<file path="src/rtl/pc_gen.sv">
// Fetch program-counter generator: owns the fetch PC, drives IFU flush on redirects,
// and tracks the PC of the instruction held in the IFU IR. Optional feature: RVC_EN.
module pc_gen #(
    parameter int unsigned          PC_SIZE   = 32,
    parameter logic [PC_SIZE-1:0]   RESET_VEC = '0
) (
    input  logic               clk,
    input  logic               rst,
    input  logic               exu_pcg_i_jump_req,
    input  logic [PC_SIZE-1:0] exu_pcg_i_jump_pc,
    input  logic               excp_pcg_i_trap_req,
    input  logic [PC_SIZE-1:0] excp_pcg_i_trap_pc,
    input  logic               ifu_pcg_i_valid,
    input  logic               exu_pcg_i_ready,
    input  logic               ifu_pcg_i_len16,
    output logic [PC_SIZE-1:0] pcg_ifu_o_pc_nxt,
    output logic               pcg_ifu_o_flush_req,
    output logic [PC_SIZE-1:0] pcg_exu_o_pc,
    output logic               pcg_o_misalign,
    output logic [PC_SIZE-1:0] pcg_o_badaddr
);

    typedef enum logic {
        ST_FLUSH = 1'b0,
        ST_RUN   = 1'b1
    } state_e;

    localparam logic [PC_SIZE-1:0] INC_32 = PC_SIZE'(4);
    localparam logic [PC_SIZE-1:0] INC_16 = PC_SIZE'(2);

    state_e             state_q, state_d;
    logic [PC_SIZE-1:0] pc_q, pc_d;
    logic [PC_SIZE-1:0] exu_pc_q, exu_pc_d;
    logic               flush_q, flush_d;
    logic               misalign_q, misalign_d;
    logic [PC_SIZE-1:0] badaddr_q, badaddr_d;
    logic               pend_q, pend_d;
    logic [PC_SIZE-1:0] pend_pc_q, pend_pc_d;

    logic               fire;
    logic [PC_SIZE-1:0] inc;
    logic [PC_SIZE-1:0] pc_inc;
    logic [PC_SIZE-1:0] trap_tgt;
    logic               jump_bad;

    assign fire     = ifu_pcg_i_valid & exu_pcg_i_ready;
    assign trap_tgt = {excp_pcg_i_trap_pc[PC_SIZE-1:2], 2'b00};

`ifdef RVC_EN
    assign inc      = ifu_pcg_i_len16 ? INC_16 : INC_32;
    assign jump_bad = exu_pcg_i_jump_pc[0];
    logic [1:0] unused_trap_lsb;
    assign unused_trap_lsb = excp_pcg_i_trap_pc[1:0];
`else
    assign inc      = INC_32;
    assign jump_bad = |exu_pcg_i_jump_pc[1:0];
    logic [2:0] unused_in;
    assign unused_in = {ifu_pcg_i_len16, excp_pcg_i_trap_pc[1:0]};
`endif

    assign pc_inc = pc_q + inc;

    // Next-state: fire advances pc; redirects (trap > pending trap > jump) override it.
    always_comb begin
        state_d    = state_q;
        pc_d       = pc_q;
        exu_pc_d   = exu_pc_q;
        misalign_d = 1'b0;
        badaddr_d  = badaddr_q;
        pend_d     = pend_q;
        pend_pc_d  = pend_pc_q;

        unique case (state_q)
            ST_FLUSH: begin
                if (fire) begin
                    exu_pc_d = pc_q;
                    pc_d     = pc_inc;
                    state_d  = ST_RUN;
                end
                // Traps during a flush wait until the target has been handed over.
                if (excp_pcg_i_trap_req) begin
                    pend_d    = 1'b1;
                    pend_pc_d = trap_tgt;
                end
            end
            ST_RUN: begin
                if (fire) begin
                    exu_pc_d = pc_q;
                    pc_d     = pc_inc;
                end
                if (excp_pcg_i_trap_req) begin
                    pc_d    = trap_tgt;
                    state_d = ST_FLUSH;
                    pend_d  = 1'b0;
                end else if (pend_q) begin
                    pc_d    = pend_pc_q;
                    state_d = ST_FLUSH;
                    pend_d  = 1'b0;
                end else if (exu_pcg_i_jump_req) begin
                    if (jump_bad) begin
                        misalign_d = 1'b1;
                        badaddr_d  = exu_pcg_i_jump_pc;
                    end else begin
                        pc_d    = exu_pcg_i_jump_pc;
                        state_d = ST_FLUSH;
                    end
                end
            end
            default: state_d = ST_FLUSH;
        endcase

        flush_d = (state_d == ST_FLUSH);
    end

    always_ff @(posedge clk) begin
        if (rst) begin
            state_q    <= ST_FLUSH;
            pc_q       <= RESET_VEC;
            exu_pc_q   <= '0;
            flush_q    <= 1'b1;
            misalign_q <= 1'b0;
            badaddr_q  <= '0;
            pend_q     <= 1'b0;
            pend_pc_q  <= '0;
        end else begin
            state_q    <= state_d;
            pc_q       <= pc_d;
            exu_pc_q   <= exu_pc_d;
            flush_q    <= flush_d;
            misalign_q <= misalign_d;
            badaddr_q  <= badaddr_d;
            pend_q     <= pend_d;
            pend_pc_q  <= pend_pc_d;
        end
    end

    assign pcg_ifu_o_pc_nxt    = pc_q;
    assign pcg_ifu_o_flush_req = flush_q;
    assign pcg_exu_o_pc        = exu_pc_q;
    assign pcg_o_misalign      = misalign_q;
    assign pcg_o_badaddr       = badaddr_q;

endmodule

</file>
<file path="config.mk">
export PLATFORM = sky130hd
export DESIGN_NAME = pc_gen
export DESIGN_NICKNAME = d
export VERILOG_FILES = /design/src/rtl/pc_gen.sv
export SDC_FILE = /design/constraint.sdc
export NUM_CORES = 1
export LEC_CHECK = 0
export CORE_MARGIN = 3
export CORE_UTILIZATION = 52
export CTS_CLUSTER_DIAMETER = 80
export CTS_CLUSTER_SIZE = 14
export DETAILED_ROUTE_END_ITERATION = 8
export PLACE_DENSITY = 0.93
export SLEW_MARGIN = 20
export SYNTH_ARGS = -nofsm -noshare
export SYNTH_HDL_FRONTEND = slang
export SYNTH_SLANG_ARGS = --single-unit
</file>
<file path="constraint.sdc">
create_clock -name clk -period 4.8 [get_ports clk]
set_input_delay 0.48 -clock clk [delete_from_list [all_inputs] [get_ports clk]]
set_output_delay 0.48 -clock clk [all_outputs]
set_load 0.01 [all_outputs]
</file>
==> metrics.md, run 1 <==
| Metric | Value |
|---|---|
| Hold WS | `0.452 ns` |
| Top_reg_cell synth | `dfxtp_1` |
| EDFF count, synth | `0` |
| Ant diodes | `0` |
| Resized cells post-CTS | `0` |
| Req. time, crit path | `5.12 ns` |
| DR pass1 iterations | `5` |
| Num ports | `169` |
| Critical Path Start | `state_q` |
| CP top delay family | `simple AND/OR/NAND/NOR gates` |
| Crit path max fanout | `16` |
| Cell Pwr Density | `353 nW/um2` |
| Initial DRC Count | `869` |
| Drt wl/cell | `17.6 um` |
| Post-synthesis sequential area ratio | `0.432` |
| Worst VDD drop | `0.000338 V` |
| Worst min path class | `reg2reg` |
| Yosys warning count | `0` |
| Post-Syn Area | `6020 um2` |
| CTS H-tree lvls | `4` |
| Outcome | `finished, final reports clean` |
| Fillers | `836` |
| Final worst slack | `2.45 ns` |
| Max Cap Violations | `0` |
| Synthesized net count | `860` |
| Vias in the first global route | `5,903` |
| Design area | `8380 um2` |
| Cells after synthesis | `788` |
| Total Nets Final | `999` |
| Avg Cell Area, Syn | `7.65 um2` |
| WP buf/inv | `0` |
| Worst R2R Start | `state_q` |
| Clock root buffer | `clkbuf_16` |
| Tot GR Track Use | `0.286` |
| Hold buffer count at cts | `0` |
| Final worst-path cycle share | `0.490` |
| Hold Vio Cnt, Final | `0` |
| Vias | `6,383` |
| Total grt overflow | `0` |
| Netlist cell types | `56` |
| Synthesis-stage register bit count | `130` |
| Sum Neg Setup Slack | `0 ns` |
| Total CTS buffers | `17` |
| Initial antenna violation count | `0` |
| Die Area | `12,900 um2` |
| TritonCTS clock tree | `built` |
| DRC Markers | `0` |
| Clock slew at reported path FFs | `0.05 ns` |
| Startpoint Class | `flip-flop` |
| Share of layout cells above drive strength 1 | `0.0723` |
| Largest area contributor in the netlist | `dfxtp_1` |
| Max stage delay cell, worst path | `nor3_1` |
| Largest net degree at the start of global routing | `106` |
| Hold_sp | `pcg_exu_o_pc[4]` |
| Worst skew pair latency | `0.41 ns` |
| # rows | `38` |
| Pins Over Slew Limit | `0` |
| First-pass GRT wire length | `29,700 um` |
| Crit path cell chain | `nand2b_1 -> nor3_1 -> a21oi_1 -> o22ai_1` |
| Crit end category | `flip-flop` |
| Largest cells by area after synthesis | `dfxtp_1, nand2_1, a21oi_1` |
| Highest clock rate | `425 MHz` |
| Tmin final | `2.35 ns` |
| DRT antenna net count | `0` |
| Core Footprint | `11,100 um2` |
| Crit Path Class | `reg2reg` |
| Slew @ Worst Pin | `1.08 ns` |
| Asr flop ratio synth | `0` |
| Port Buffer Count | `165` |
| RSZ-0062 raised after global routing | `false` |
| Final GP Congestion | `0.886` |
| Skew final | `0.00850 ns` |
| Initial Util | `0.544` |
| Postcts setup bufs | `0` |
| Worst path max stage delay | `0.75 ns` |
| Clock sink count | `130` |
| Share of the core filled with cells | `0.756` |
| Arrival @ worst endpoint | `2.68 ns` |
| DP Wirelength | `13,200 um` |
| P&R area growth vs syn | `39.1%` |
| Final setup vio count | `0` |
| Placed cell area | `7700 um2` |
| Dpl ws | `2.12 ns` |
| Longest Clk Path Bufs | `2` |
| Vias per inst | `5.91` |
| Worst slew margin | `0.279` |
| Share of the synthesized area in the top cell type | `0.432` |
| Die width | `114 um` |
| Routed wire length | `19,000 um` |
| Pleak | `2.84 nW` |
| Die height | `114 um` |
-- state kept, by name, summed over array words and instances, names as in the netlist --
signal               count
pcg_exu_o_pc            32
pcg_ifu_o_pc_nxt        32
pcg_o_badaddr           32
pend_pc_q               30
pcg_ifu_o_flush_req      1
pcg_o_misalign           1
pend_q                   1
state_q                  1
-- cell usage in the layout (no fill, tap or decap), types with 16 or more instances in the layout --
master           netlist  final
nand2_1              234    233
clkdlybuf4s50_1        0    163
dfxtp_1              130    130
a21oi_1              118    118
nand2b_1              32     32
nor2_1                21     20
o22ai_1               19     19
o21ai_0               18     18
clkbuf_16              0     17
a221oi_1              16     16
nand3_1               16     16
-- area by class of cell --
| cell class | instances | area, um2 | share of cell area |
|---|---|---|---|
| clock buffers | 22 | 474 | 0.0566 |
| clock inverters | 10 | 203 | 0.0242 |
| inverters | 4 | 15.0 | 0.00179 |
| multi-input cells | 598 | 3180 | 0.380 |
| flip-flops and latches | 130 | 2600 | 0.311 |
| well taps | 140 | 175 | 0.0209 |
| repair buffers | 176 | 1730 | 0.206 |
-- metal layers --
metal | global-route usage | wire, um | up-vias
li1 | - | - | 3011
met1 | 0.377 | 7740 | 2950
met2 | 0.439 | 8710 | 374
met3 | 0.0881 | 2050 | 48
met4 | 0.112 | 470 | 0
met5 | 0 | 0 | -
-- logic make-up after synthesis --
kind of cell,Yosys count,share of synthesized area
multiplexers,2,0.00353
XOR/XNOR,24,0.0349
AO/OA/AOI/OAI,206,0.202
buffers and inverters,60,0.0449
flip-flops,130,0.432
adder cells (fa/ha/maj),1,0.00208
AND/OR/NAND/NOR,365,0.281
-- path summary, 6_finish.rpt --
| kind | to | slack (ns) | cells after the start |
|---|---|---|---|
| worst max-delay path | pcg_ifu_o_pc_nxt[17] | 2.45 | 4 |
| worst max register to register | pcg_ifu_o_pc_nxt[17] | 2.45 | 4 |
| worst min register to register | pcg_exu_o_pc[4] | 0.45 | 2 |
| worst min-delay path | pcg_exu_o_pc[4] | 0.45 | 2 |
-- power breakdown --
part / total [W] / internal [W] / switching (W)
Combinational: 0.000322 / 0.000147 / 0.000175
Sequential: 0.00116 / 0.00112 / 0.0000403
Clock: 0.00148 / 0.00101 / 0.000463
-- worst reg2reg max path, cell delays in order, from the launching register on --
cell and delay [ns]:
dfxtp_1 0.73, nand2b_1 0.42, nor3_1 0.75, a21oi_1 0.15, o22ai_1 0.22
-- through the flow --
stage	instances	total power (W)
after floorplan	788	0.00133
after global placement	1048	0.00148
after detailed placement	1048	0.00149
after CTS	1080	0.00296
after global routing	1080	0.00305
final	1080	0.00296
-- synth_stat cells (3+ instances only) --
cell        n
a221oi_1   16
a21oi_1   118
o21ai_0    18
buf_4       4
inv_1       4
dfxtp_1   130
nor4_2      3
nor4_1      4
a211oi_1    5
buf_6       4
and2_1      6
nand4_1     7
o22ai_1    19
xnor2_1    13
xor2_1     11
nor2_1     21
clkbuf_1   44
nor3b_1     3
nand2_1   234
nand3b_1    4
buf_1       4
nor3_1      9
and3_1      8
nand2b_1   32
nand3_2     3
a31oi_1    12
nand3_1    16
and3_2      4
Power figures use the tool's default switching activity.
==> run 2, diff against run 1 <==
CORE_UTILIZATION = 48   (was 52)
PLACE_DENSITY = 0.87   (was 0.93)
clock period = 2.45 ns   (was 4.8 ns; I/O delays follow)
==> metrics.md, run 2 (synthesis results as in run 1) <==
| Metric | Value |
|---|---|
| Outcome | `finished, final reports clean` |
| Reg2reg setup slack | `0.44 ns` |
| Initial Util | `0.495` |
| Vias per inst | `5.65` |
| Pins Over Slew Limit | `0` |
| Total grt overflow | `0` |
| Worst skew pair latency | `0.43 ns` |
| Share of the core filled with cells | `0.708` |
| Hold buffer count at cts | `0` |
| DP Wirelength | `13,700 um` |
| Pleak | `2.98 nW` |
| Ant diodes | `0` |
| Startpoint Class | `flip-flop` |
| Resized cells post-CTS | `0` |
| Initial DRC Count | `584` |
| Routed wire length | `19,800 um` |
| Vias | `6,443` |
| Tmin final | `2.01 ns` |
| DRC Markers | `0` |
| Sum Neg Setup Slack | `0 ns` |
| Postcts setup bufs | `0` |
| CTS H-tree lvls | `4` |
| Hold Vio Cnt, Final | `0` |
| Die width | `118 um` |
| Vias in the first global route | `6,096` |
| Placed cells | `1,108` |
| Die height | `118 um` |
| TritonCTS clock tree | `built` |
| Max Cap Violations | `0` |
| Worst slew margin | `0.648` |
| Core Footprint | `12,200 um2` |
| Total CTS buffers | `17` |
| Final worst slack | `0.442 ns` |
| Num ports | `169` |
| Final GP Congestion | `0.919` |
| Final setup vio count | `0` |
| Share of layout cells above drive strength 1 | `0.0998` |
| Req. time, crit path | `2.79 ns` |
| Largest net degree at the start of global routing | `40` |
| Dpl ws | `0.238 ns` |
| Worst VDD drop | `0.000414 V` |
| RSZ-0062 raised after global routing | `false` |
| Arrival @ worst endpoint | `2.35 ns` |
| Commonest non-fill, non-tap cells in the layout | `nand2_1, clkdlybuf4s50_1, dfxtp_1` |
| DR pass1 iterations | `7` |
| Port Buffer Count | `165` |
| DRT antenna net count | `0` |
| Clock root buffer | `clkbuf_16` |
| Cell Pwr Density | `656 nW/um2` |
| Die Area | `13,900 um2` |
| P&R area growth vs syn | `42.9%` |
| Worst min path class | `in2reg` |
| Final worst-path cycle share | `0.820` |
| # rows | `40` |
| Drt wl/cell | `17.4 um` |
| Skew final | `0.00726 ns` |
| Final non-filler cell total | `1,140` |
| Slew @ Worst Pin | `0.528 ns` |
| Longest Clk Path Bufs | `2` |
| Crit Path Class | `reg2reg` |
| Clock sink count | `130` |
| Clock slew at reported path FFs | `0.06 ns` |
| Total Nets Final | `1,031` |
| Commonest non-fill, non-tap cell in the layout | `nand2_1` |
| Initial antenna violation count | `0` |
| Tot GR Track Use | `0.284` |
| Highest clock rate | `498 MHz` |
| Crit end category | `flip-flop` |
| Crit path max fanout | `9` |
| First-pass GRT wire length | `31,800 um` |
## run 2: area by class of cell
cell class | count | area (um2)
multi-input combinational | 598 | 3170
fill | 939 | 3550
sequential | 130 | 2600
timing repair buffer | 208 | 1980
clock buffer | 22 | 474
tap | 168 | 210
inverter | 4 | 15.0
clock inverter | 10 | 155
## run 2: per-layer routing
metal | wire, um | GRT usage
met4 | 643 | 0.116
met5 | 0 | 0
met3 | 1990 | 0.0836
met1 | 8190 | 0.366
met2 | 8960 | 0.446
## run 2: final timing paths
kind	start	end	cells past startpoint
worst max-delay path	pcg_ifu_o_pc_nxt[6]	pcg_ifu_o_pc_nxt[29]	5
worst min-delay path	rst	pcg_o_misalign	2
worst max register to register	pcg_ifu_o_pc_nxt[6]	pcg_ifu_o_pc_nxt[29]	5
worst min register to register	pcg_exu_o_pc[1]	pcg_exu_o_pc[1]	2
## run 2: power breakdown
| group | switching, W | internal [W] |
|---|---|---|
| registers | 0.0000640 | 0.00219 |
| logic | 0.000370 | 0.000317 |
| clock network | 0.000933 | 0.00177 |
| total | 0.00137 | 0.00428 |
## run 2: through the flow
step	area, um2	total power [W]	hold WS, ns
floorplan	6020	0.00261	0.375
global placement	7980	0.00295	0.437
detailed placement	7980	0.00296	0.447
CTS	8610	0.00565	0.223
global route	8610	0.00581	0.254
finish	8610	0.00565	0.236
## run 2: worst max-delay path: stages (launching register included)
cell and delay, ns:
dfxtp_1 0.47, nand3_2 0.17, or4_4 0.61, nor4_4 0.29
xnor2_1 0.13, a221oi_2 0.24
==> run 3, diff against run 2 <==
clock period = 2.1 ns   (was 2.45 ns; I/O delays follow)
==> metrics.md, run 3 (synthesis results as in run 1) <==
| Metric | Value |
|---|---|
| Hold_sp | `excp_pcg_i_trap_pc[25]` |
| Fillers | `988` |
| Final worst-path cycle share | `0.921` |
| Clock root buffer | `clkbuf_16` |
| Worst skew pair latency | `0.42 ns` |
| Share of layout cells above drive strength 1 | `0.0957` |
| Commonest non-fill, non-tap cell in the layout | `nand2_1` |
| Highest clock rate | `517 MHz` |
| Outcome | `finished, final reports clean` |
| Crit end category | `flip-flop` |
| DRT antenna net count | `0` |
| P&R area growth vs syn | `41.8%` |
| Routed wire length | `19,500 um` |
| TritonCTS clock tree | `built` |
| Arrival @ worst endpoint | `2.22 ns` |
| DRC Markers | `0` |
| Cell Pwr Density | `722 nW/um2` |
| # rows | `40` |
| Clock sink count | `130` |
| Skew final | `0.00624 ns` |
| Final GP Congestion | `0.889` |
| Ant diodes | `0` |
| Worst R2R Start | `pcg_ifu_o_pc_nxt[14]` |
| Worst slew margin | `0.423` |
| Die Area | `13,900 um2` |
| Total Nets Final | `1,032` |
| Startpoint Class | `flip-flop` |
| Req. time, crit path | `2.38 ns` |
| Max Cap Violations | `0` |
| Total CTS buffers | `17` |
| Port Buffer Count | `165` |
| Final worst slack | `0.165 ns` |
| Placed cell area | `7990 um2` |
| Vias in the first global route | `6,153` |
| Num ports | `169` |
| Crit Path Class | `reg2reg` |
| Core Footprint | `12,200 um2` |
| Design area | `8540 um2` |
| Dpl ws | `-0.00616 ns` |
| Postcts setup bufs | `0` |
| Longest Clk Path Bufs | `2` |
| DR pass1 iterations | `7` |
| Die height | `118 um` |
| Sequential cell area | `2600 um2` |
| Slew @ Worst Pin | `0.859 ns` |
| DP Wirelength | `14,100 um` |
| First-pass GRT wire length | `31,200 um` |
| Pleak | `2.96 nW` |
| Crit path max fanout | `9` |
| Commonest non-fill, non-tap cells in the layout | `nand2_1, clkdlybuf4s50_1, dfxtp_1` |
| Drt wl/cell | `17.1 um` |
| Initial Util | `0.495` |
| Placed cells | `1,108` |
| Vias per inst | `5.66` |
| Die width | `118 um` |
| Pins Over Slew Limit | `0` |
| Worst VDD drop | `0.000622 V` |
| RSZ-0062 raised after global routing | `false` |
| Tmin final | `1.94 ns` |
| Initial antenna violation count | `0` |
| Vias | `6,456` |
| CTS H-tree lvls | `4` |
| Area occupied by multi-input gates | `3170 um2` |
| Final setup vio count | `0` |
| Initial DRC Count | `593` |
| Hold Vio Cnt, Final | `0` |
| Final non-filler cell total | `1,140` |
| Critical Path Start | `pcg_ifu_o_pc_nxt[14]` |
| Clock slew at reported path FFs | `0.05 ns` |
| Hold buffer count at cts | `1` |
| Tot GR Track Use | `0.277` |
| Resized cells post-CTS | `0` |
| Total grt overflow | `0` |
| Largest net degree at the start of global routing | `41` |
| Worst min path class | `in2reg` |
run 3: changes by cell type in the layout (fill, tap and decap cells not counted):
cell / change
buf_12: +1
buf_4: -1
clkinvlp_4: -2
clkbuf_1: +3
clkinv_2: +1
dlygate4sd3_1: +1
bufinv_16: -3
run 3: metal layers:
| layer | vias to the layer above | routed length [um] | GRT usage | share of wire |
|---|---|---|---|---|
| met1 | 2984 | 8320 | 0.361 | 0.43 |
| met3 | 57 | 1830 | 0.0894 | 0.094 |
| met5 | - | 0 | 0 | 0 |
| met4 | 0 | 610 | 0.126 | 0.031 |
| met2 | 342 | 8770 | 0.419 | 0.45 |
| li1 | 3073 | - | - | - |
run 3: through the flow:
step	power (W)	hold WS [ns]	setup TNS, ns	util
finish	0.00617	0.356	0	0.702
global route	0.00637	0.358	0	0.702
CTS	0.00617	0.333	0	0.702
detailed placement	0.00346	0.424	-0.00616	0.657
global placement	0.00345	0.416	0	0.657
floorplan	0.00305	0.340	0	-
run 3: area by class of cell:
type | count | area share
Clock buffer | 25 | 0.0568
Clock inverter | 6 | 0.00644
Inverter | 4 | 0.00176
Multi-Input combinational cell | 598 | 0.371
Sequential cell | 130 | 0.305
Tap cell | 168 | 0.0246
Timing Repair Buffer | 209 | 0.234
run 3: power by group:
part	leakage (nW)	internal (W)	switching, W
combinational	1.63	0.000376	0.000427
sequential	1.06	0.00256	0.0000786
clock	0.271	0.00170	0.00103
run 3: final timing paths:
kind | endpoint | slack [ns] | cells after the start
max reg2reg | pcg_ifu_o_pc_nxt[21] | 0.16 | 5
min reg2reg | pcg_exu_o_pc[19] | 0.45 | 2
max | pcg_ifu_o_pc_nxt[21] | 0.16 | 5
min | pend_pc_q[25] | 0.36 | 3
run 3: critical path, stage by stage, from the launching register on:
cell	delay, ns
dfxtp_1	0.34
nand3_2	0.14
or4_4	0.66
nor4_2	0.33
xnor2_1	0.19
o22ai_1	0.13
